`config.mk`:
```
export PLATFORM = sky130hd
export DESIGN_NAME = parity_frame_rx
export DESIGN_NICKNAME = d
export VERILOG_FILES = /design/src/rtl/parity_pkg.sv /design/src/rtl/parity_chk.sv /design/src/rtl/parity_frame_rx.sv
export SDC_FILE = /design/constraint.sdc
export NUM_CORES = 1
export LEC_CHECK = 0
export ABC_AREA = 1
export CORE_UTILIZATION = 57
export CTS_CLUSTER_SIZE = 24
export DETAILED_ROUTE_END_ITERATION = 7
export PLACE_DENSITY = 0.84
export SYNTH_ARGS = -nofsm -noshare
export SYNTH_HDL_FRONTEND = slang
export SYNTH_HIERARCHICAL = 1
export SYNTH_SLANG_ARGS = --single-unit
export TNS_END_PERCENT = 5
```
`constraint.sdc`:
```
create_clock -name clk -period 2.9 [get_ports clk]
set_input_delay 0.29 -clock clk [delete_from_list [all_inputs] [get_ports clk]]
set_output_delay 0.29 -clock clk [all_outputs]
set_load 0.05 [all_outputs]
```
`src/rtl/parity_pkg.sv`:
```
// Shared types and constants for the parity frame receiver.
// Used by parity_chk and parity_frame_rx (optional feature macro: PARITY_ERR_CNT_EN).
package parity_pkg;

  // Receiver FSM states
  typedef enum logic {
    IDLE  = 1'b0,
    SHIFT = 1'b1
  } state_t;

  // Parity check mode encodings
  localparam logic PAR_ODD  = 1'b1;
  localparam logic PAR_EVEN = 1'b0;

  // Default frame geometry: DATA_W data bits plus one parity bit at the MSB
  localparam int DEF_DATA_W  = 7;
  localparam int DEF_FRAME_W = DEF_DATA_W + 1;

  // Frame width for a given number of data bits
  function automatic int frame_w(input int data_w);
    return data_w + 1;
  endfunction

endpackage

```
`src/rtl/parity_chk.sv`:
```
// Combinational parity checker for one frame.
// frame[DATA_W] is the received parity bit, frame[DATA_W-1:0] the data.
// err = 1 when the frame does not satisfy the selected parity mode.
module parity_chk
  import parity_pkg::*;
#(
  parameter int DATA_W = DEF_DATA_W
) (
  input  logic [DATA_W:0] frame,
  input  logic            mode,
  output logic            err
);

  logic data_x;

  // Fold the data bits, then compare against the received parity bit
  always_comb begin
    data_x = ^frame[DATA_W-1:0];
    if (mode == PAR_ODD) begin
      // Odd parity: parity bit must be the inverse of the data XOR
      err = (frame[DATA_W] == data_x);
    end else begin
      // Even parity: parity bit must equal the data XOR
      err = (frame[DATA_W] != data_x);
    end
  end

endmodule

```
`src/rtl/parity_frame_rx.sv`:
```
// Serial-to-parallel frame receiver with parity check and a one-frame
// holding register on a valid/ready output.
// Frames arrive LSB first, DATA_W data bits followed by the parity bit.
// Optional feature macro: PARITY_ERR_CNT_EN adds the saturating err_cnt output.
//
// state | meaning
// ------+-------------------------------------------------------------
// IDLE  | waiting for a bit_vld qualified by frm_start (bit 0)
// SHIFT | collecting bits 1..DATA_W; bit DATA_W completes the frame
module parity_frame_rx
  import parity_pkg::*;
#(
  parameter int DATA_W     = DEF_DATA_W,
  parameter bit ODD_PARITY = 1'b1
) (
  input  logic              clk,
  input  logic              rst_n,
  input  logic              bit_vld,
  input  logic              bit_in,
  input  logic              frm_start,
  input  logic              out_rdy,
  input  logic              ovf_clr,
  output logic              out_vld,
  output logic [DATA_W:0]   out_data,
  output logic              par_err,
  output logic              ovf
`ifdef PARITY_ERR_CNT_EN
  ,
  output logic [7:0]        err_cnt
`endif
);

  localparam int FRAME_W = frame_w(DATA_W);
  // Counter only needs to reach DATA_W, the index of the parity bit
  localparam int CNT_W = (FRAME_W > 2) ? $clog2(FRAME_W) : 1;
  localparam logic [CNT_W-1:0] LAST_CNT = CNT_W'(DATA_W);
  localparam logic [CNT_W-1:0] FIRST_CNT = CNT_W'(1);
  localparam logic CHK_MODE = ODD_PARITY ? PAR_ODD : PAR_EVEN;

  // Receiver state
  state_t             state_q, state_d;
  logic [CNT_W-1:0]   cnt_q, cnt_d;
  logic [FRAME_W-1:0] shift_q, shift_d;
  logic               frame_done;
  logic               frame_err;

  // Holding register and status
  logic               out_vld_q, out_vld_d;
  logic [FRAME_W-1:0] out_data_q, out_data_d;
  logic               par_err_q, par_err_d;
  logic               ovf_q, ovf_d;
  logic               load;
  logic               drain;

  // Receiver FSM, bit counter and shift register state
  always_ff @(posedge clk or negedge rst_n) begin
    if (!rst_n) begin
      state_q <= IDLE;
      cnt_q   <= '0;
      shift_q <= '0;
    end else begin
      state_q <= state_d;
      cnt_q   <= cnt_d;
      shift_q <= shift_d;
    end
  end

  // Next-state: frm_start always restarts a frame, even mid-frame
  always_comb begin
    state_d    = state_q;
    cnt_d      = cnt_q;
    shift_d    = shift_q;
    frame_done = 1'b0;
    if (bit_vld) begin
      if (frm_start) begin
        // Partial frame (if any) is silently abandoned
        state_d    = SHIFT;
        cnt_d      = FIRST_CNT;
        shift_d    = '0;
        shift_d[0] = bit_in;
      end else if (state_q == SHIFT) begin
        shift_d[cnt_q] = bit_in;
        if (cnt_q == LAST_CNT) begin
          frame_done = 1'b1;
          state_d    = IDLE;
          cnt_d      = '0;
        end else begin
          cnt_d = cnt_q + 1'b1;
        end
      end
    end
  end

  // Check the frame as it will look once the parity bit is shifted in
  parity_chk #(
    .DATA_W (DATA_W)
  ) u_parity_chk (
    .frame (shift_d),
    .mode  (CHK_MODE),
    .err   (frame_err)
  );

  // Holding register and sticky overflow flag
  always_ff @(posedge clk or negedge rst_n) begin
    if (!rst_n) begin
      out_vld_q  <= 1'b0;
      out_data_q <= '0;
      par_err_q  <= 1'b0;
      ovf_q      <= 1'b0;
    end else begin
      out_vld_q  <= out_vld_d;
      out_data_q <= out_data_d;
      par_err_q  <= par_err_d;
      ovf_q      <= ovf_d;
    end
  end

  // Load when empty or draining this cycle; otherwise a completed frame is dropped
  always_comb begin
    drain      = out_vld_q & out_rdy;
    load       = frame_done & (~out_vld_q | out_rdy);
    out_vld_d  = out_vld_q;
    out_data_d = out_data_q;
    par_err_d  = par_err_q;
    if (load) begin
      out_vld_d  = 1'b1;
      out_data_d = shift_d;
      par_err_d  = frame_err;
    end else if (drain) begin
      out_vld_d = 1'b0;
    end
    // Clear first so a drop in the same cycle keeps the flag set
    ovf_d = ovf_q;
    if (ovf_clr) begin
      ovf_d = 1'b0;
    end
    if (frame_done && !load) begin
      ovf_d = 1'b1;
    end
  end

`ifdef PARITY_ERR_CNT_EN
  logic [7:0] err_cnt_q, err_cnt_d;
  logic [7:0] err_cnt_base;

  // Saturating count of erroneous frames that reached the holding register
  always_ff @(posedge clk or negedge rst_n) begin
    if (!rst_n) begin
      err_cnt_q <= '0;
    end else begin
      err_cnt_q <= err_cnt_d;
    end
  end

  // Clear and count in the same cycle: the new error counts from zero
  always_comb begin
    err_cnt_base = ovf_clr ? 8'd0 : err_cnt_q;
    err_cnt_d    = err_cnt_base;
    if (load && frame_err && (err_cnt_base != 8'hFF)) begin
      err_cnt_d = err_cnt_base + 8'd1;
    end
  end

  assign err_cnt = err_cnt_q;
`endif

  assign out_vld  = out_vld_q;
  assign out_data = out_data_q;
  assign par_err  = par_err_q;
  assign ovf      = ovf_q;

endmodule

```
After elaboration in Yosys (flattened, before gate mapping) --
Cells that the tools add are included.
Cells by class: muxes and demuxes 20, $add $sub $neg 1, order comparisons 2, bitwise logic cells 4, equality and inequality tests 2, reductions and logical operators 8
Operator list (number):
- $mux 8 | 3
- $mux 1 | 12
- $mux 3 | 3
- $bwmux 8 | 1
- $reduce_xor 7->1 | 1
- $reduce_bool 2->1 | 3
- $lt 3x4->1 const B | 1
- $add 3x1->3 const B | 1
- $demux 1 s3 | 1
- $eq 3x3->1 const B | 1
- $ge 3x1->1 const B | 1
- $and 1x1->1 | 2
- $logic_and 1x1->1 | 2
- $reduce_and 2->1 | 1
- $eq 1x1->1 | 1
- $logic_not 1->1 | 1
- $not 1->1 | 1
- $or 1x1->1 | 1
Storage, ports and cells: bits of input ports 7, register bits 23, logic and storage cells 44, output and inout port bits 11

Depth between registers and ports, before layout --
depth after elaboration 10, gate-level depth with buffers 18, gate-level depth less buffers 18

By module --
Netlist, hierarchy kept.
Modules (own cells, without submodules):
- parity_frame_rx | times used 1, area an instance 1139.8 sq um, cells an instance 144
- parity_chk | times used 1, area an instance 171.4 sq um, cells an instance 38

Worst setup path before layout --
No wires, ideal clock.
path kind register to register, from reg cnt_q[0], to reg par_err_q (netlist: par_err), cell stages (with the launch flop) 17, arrival 1.468 ns, library setup time 0.119 ns, clock period less this slack 1.587 ns, setup slack 1.313 ns, cells stage by stage dfrtp_1 > nor2_4 > nand3_1 > nand2_1 > nand2_1 > nand2_1 > inv_1 > nand2_1 > inv_1 > nor2_1 > nand2_1 > nand3_1 > nand2_1 > nand2_1 > nand2_1 > nand2_1 > nand2_1
On the way: longest elaborated chain between the ends 10
RTL lines:
- start: declaration | RTL line parity_frame_rx.sv:42 | logic [CNT_W-1:0] cnt_q, cnt_d;
- start signal: assignment | RTL line parity_frame_rx.sv:63 | cnt_q <= cnt_d;
- $lt 3x4->1 (not written as such) or $ge 3x1->1 (tied branches) | RTL line parity_frame_rx.sv:82 | shift_d[cnt_q] = bit_in;
- $logic_and 1x1->1 (not written as such) | RTL line parity_frame_rx.sv:82
- $mux 1 (not written as such) | RTL line parity_frame_rx.sv:82
- $demux 1 s3 * | RTL line parity_frame_rx.sv:82
- $bwmux 8 * | RTL line parity_frame_rx.sv:82
- $mux 8 * | RTL line parity_frame_rx.sv:81 | end else if (state_q == SHIFT) begin
- $mux 8 * | RTL line parity_frame_rx.sv:75 | if (frm_start) begin
- $mux 8 * | RTL line parity_frame_rx.sv:74 | if (bit_vld) begin
- net shift_d[0] | RTL line parity_frame_rx.sv:43 | logic [FRAME_W-1:0] shift_q, shift_d;
- $reduce_xor 7->1 * | RTL line parity_chk.sv:18 | data_x = ^frame[DATA_W-1:0];
- $eq 1x1->1 * | RTL line parity_chk.sv:21 | err = (frame[DATA_W] == data_x);
- net frame_err | RTL line parity_frame_rx.sv:45 | logic frame_err;
- end signal: assignment | RTL line parity_frame_rx.sv:113 | par_err_q <= par_err_d;
- end: declaration | RTL line parity_frame_rx.sv:50 | logic par_err_q, par_err_d;
The timed path passes the listed nets; every way through them passes the cells marked *. A chain may end at the register's enable or synchronous reset.

Worst setup path after layout --
from in bit_vld, to reg par_err_q (netlist: par_err)
On the way: longest elaborated chain between the ends 3
RTL lines:
- start: declaration | RTL line parity_frame_rx.sv:18 | input logic bit_vld,
- $mux 8 | RTL line parity_frame_rx.sv:74
- net shift_d[6] | RTL line parity_frame_rx.sv:43
- $reduce_xor 7->1 | RTL line parity_chk.sv:18
- $eq 1x1->1 | RTL line parity_chk.sv:21
- net frame_err | RTL line parity_frame_rx.sv:45
The timed path passes the listed nets, and every way through them passes these cells.

==> parameters.txt <==
Parameter                              Value

Outcome
  Status ... finished, final reports clean

Clock tree
  Clk root buf ... sky130_fd_sc_hd__clkbuf_4
  Number of instances resized during post-cts repair ... 0
  H-tree levels ... 1
  Clock transition at the registers of the reported paths ... ~0.13 ns
  Bufs on Longest Clock Path ... 2
  Postcts setup bufs ... 0
  Hold Buf Count CTS ... 0
  Clock network latency to the later pin of the worst-skew pair ... about 0.31 ns
  TritonCTS clock tree ... done
  TritonCTS Sinks ... 23
  TritonCTS Buffers ... 3

Worst hold path
  Launch instance of the worst min-delay path ... out_data[0]$_DFFE_PN0P_
  Path type of the worst min-delay path ... reg -> reg

Setup path
  Reg-to-reg critical path startpoint ... cnt_q[0]$_DFFE_PN0P_
  Critical Path Start ... bit_vld
  Largest fanout on the critical path ... 8
  Critical path arrival ... approximately 2.2 ns
  WP data required ... ~3.1 ns
  Critical-path cell list ... clkdlybuf4s50_1 > inv_2 > nor2_4 > nand3_1 > nand2_1 > nand2_1 > inv_1 > nor2_1 > nand2_1 > nand2_1 > nand2_1 > nand2_1 > nand2_1 > nand2_1 > nand2_1 > nand2_1
  Largest stage delay, worst path ... slightly below 0.6 ns
  Most frequent cell on the critical path ... sky130_fd_sc_hd__nand2_1
  Slowest library cell on the worst path ... sky130_fd_sc_hd__clkdlybuf4s50_1
  Critical path type ... in -> reg
  Kind of end point of the critical path ... flip-flop
  Worst setup SP type ... input pin

Drt
  Drt drc ... 0
  Avg WL per Cell ... 11.6 um
  Post-DR vias/cell ... around 5
  Final antenna-violating net count ... 0
  Overall via count from detail_route ... 1152
  Detailed router's first-iteration violation count ... 16
  Final Routed Wirelength ... ~2.7 mm
  First drt pass iteration count ... 4

Placement
  Placement Cell Area ... between 1500 and 2000 um2
  Pre-CTS setup slack ... roughly 0.64 ns
  Port bufs ... 17
  Number of cells in the design after placement ... around 230
  DPL Wire Length ... ~2.1 mm
  Final weighted congestion in routability-driven placement ... around 0.86

Global route
  Total congestion overflow ... 0
  Vias in the first global route ... 1116
  Aggregate global-route resource usage ... 0.237
  Maximum number of pins on one net before global-route repair ... 24
  Global-route wire length before repair ... between 4 and 5 mm
  Initial antenna violation count ... 0

STA
  Final critical-path required period ... just under 2 ns
  Setup TNS after final layout ... 0 ns
  Worst-Margin Slew ... 0.994 ns
  Worst Skew ... between 0.01 and 0.015 ns
  Max-slew violation count ... 0
  Final worst path period share ... 0.670
  Unrepaired setup endpoints after global routing ... no
  Number of hold-slack violations in the final timing report ... 0
  Minimum setup slack in the final design ... 0.958 ns
  Count of endpoints failing setup in the final report ... 0
  Slew margin rel. ... 0.335
  Fmax ... 0.515 GHz

Synth
  Synthesized cell area ... approximately 1300 um2
  Syn Inst Count ... ~180
  Largest cells by area after synthesis ... sky130_fd_sc_hd__dfrtp_1, sky130_fd_sc_hd__nand2_1, sky130_fd_sc_hd__nand3_1
  Avg Cell Area, Syn ... slightly above 7 um2
  Leading cell type by number of instances after synthesis ... sky130_fd_sc_hd__nand2_1
  Top-area cell type share of the netlist area ... 0.439
  Main synth FF type ... sky130_fd_sc_hd__dfrtp_1
  Number of enable flip-flop cells after synthesis ... 0
  FFs w/ async S/R, synth ... 1.00
  Cell taking the most area after synthesis ... sky130_fd_sc_hd__dfrtp_1
  Cell variety after synth ... 20
  List of most frequent post-synthesis cells ... sky130_fd_sc_hd__nand2_1, sky130_fd_sc_hd__inv_1, sky130_fd_sc_hd__dfrtp_1
  Flip-flop and latch count after synthesis ... 23
  Number of warning messages in the yosys log ... 6
  Post-synth net total ... 191
  Post-synthesis sequential area ratio ... 0.439

Layout
  Post-route design area ... between 1500 and 2000 um2
  Fin nets ... around 210
  Final instance count without filler cells ... 231
  Share of layout cells above drive strength 1 ... 0.0739
  N_diodes ... 0
  Layout Utilization ... 0.704
  Area growth from synthesis to final layout ... 17.7%

Floorplanning
  Die H ... about 50 um
  Floorplan core area ... about 2200 um2
  FP Rows ... 17
  Floorplan die area ... around 2500 um2
  Total I/O pin count ... 18
  Horiz. Die Dim ... ~50 um
  Starting utilization of the core area ... 0.599

Power
  Sequential share of power ... 0.485
  Combinational share of power ... 0.321
  Share of power burned in the clock network ... 0.193
  Maximum VDD drop ... ~0.32 mV
  Internal power ... slightly below 500 uW
  Power density over cell area ... between 400 and 500 nW/um2
  Fraction of power spent switching nets ... 0.366
  Cell leakage power ... 0.844 nW
  Switching power total ... around 280 uW

Run
  Number of violations of the max-capacitance limit ... 0
[per-stage QoR]
stage | total power [mW] | hold slack (ns)
detailed placement | 0.622 | 0.464
CTS | 0.768 | 0.504
floorplan | 0.554 | -0.00559
global route | 0.813 | 0.522
global placement | 0.609 | 0.465
finish | 0.767 | 0.497
[final timing paths]
path,endpoint,slack (ns),cells past startpoint
max in group asynchronous,shift_q[7]$_DFF_PN0_,1.78,1
worst min-delay path,out_data[0]$_DFFE_PN0P_,0.50,2
worst max-delay path,par_err$_DFFE_PN0P_,0.96,16
worst min register to register,out_data[0]$_DFFE_PN0P_,0.50,2
min in group asynchronous,cnt_q[1]$_DFFE_PN0P_,0.51,1
worst max register to register,par_err$_DFFE_PN0P_,1.05,16
[routing by layer]
metal,part of all wire,GRT usage,vias up
li1,-,-,599
met1,0.45,0.281,529
met2,0.51,0.439,22
met3,0.028,0.0432,2
met4,0.0037,0.0476,0
met5,0,0,-
[cells by family (layout without fill, tap and decap cells)]
family	count (synthesis)	in the layout	synth area share
AO/OA/AOI/OAI	5	5	0.0239
XOR/XNOR	1	1	0.0210
adder cells (fa/ha/maj)	2	2	0.0191
buffers and inverters	31	52	0.0935
flip-flops	23	23	0.439
other	1	1	0.00286
AND/OR/NAND/NOR	119	119	0.401
[worst max-delay path: cells and delay by family]
family	cells	cell delay (ns)
AND/OR/NAND/NOR	13	1.06
buffers and inverters	3	0.80
[cells in the final DEF, fill, tap and decap left out]
| master | n |
|---|---|
| sky130_fd_sc_hd__inv_1 | 25 |
| sky130_fd_sc_hd__clkbuf_1 | 1 |
| sky130_fd_sc_hd__nand2_1 | 83 |
| sky130_fd_sc_hd__nand2_2 | 1 |
| sky130_fd_sc_hd__nand3_1 | 22 |
| sky130_fd_sc_hd__nand3b_1 | 1 |
| sky130_fd_sc_hd__nand3_4 | 1 |
| sky130_fd_sc_hd__dfrtp_1 | 23 |
| sky130_fd_sc_hd__nor2_4 | 2 |
| sky130_fd_sc_hd__o211ai_1 | 1 |
| sky130_fd_sc_hd__nor2_1 | 8 |
| sky130_fd_sc_hd__o21ai_0 | 2 |
| sky130_fd_sc_hd__clkinv_2 | 1 |
| sky130_fd_sc_hd__conb_1 | 1 |
| sky130_fd_sc_hd__xor2_4 | 1 |
| sky130_fd_sc_hd__clkbuf_4 | 3 |
| sky130_fd_sc_hd__o21bai_1 | 1 |
| sky130_fd_sc_hd__nor2_8 | 1 |
| sky130_fd_sc_hd__ha_1 | 2 |
| sky130_fd_sc_hd__o22ai_1 | 1 |
| sky130_fd_sc_hd__clkdlybuf4s50_1 | 17 |
| sky130_fd_sc_hd__inv_6 | 1 |
| sky130_fd_sc_hd__inv_2 | 4 |
[sequential cells by signal, indices dropped and copies added (netlist names)]
| register | count |
|---|---|
| shift_q | 8 |
| state_q | 1 |
| out_vld | 1 |
| par_err | 1 |
| ovf | 1 |
| out_data | 8 |
| cnt_q | 3 |
[power groups by stage]
stage / Combinational (mW) / Clock [mW] / Sequential (mW)
3_5_place_dp: 0.244 / 0 / 0.379
2_1_floorplan: 0.150 / 0 / 0.404
5_1_grt: 0.275 / 0.162 / 0.377
6_report: 0.246 / 0.148 / 0.372
3_3_place_gp: 0.232 / 0 / 0.377
4_1_cts: 0.244 / 0.151 / 0.372
[cell type report]
cell class,instances,area [um2]
Clock buffer,4,26.3
Fill cell,187,648
Sequential cell,23,576
Inverter,31,123
Tap cell,28,35.0
Timing Repair Buffer,17,170
Multi-Input combinational cell,128,613
(Power assumes the default switching activity.)
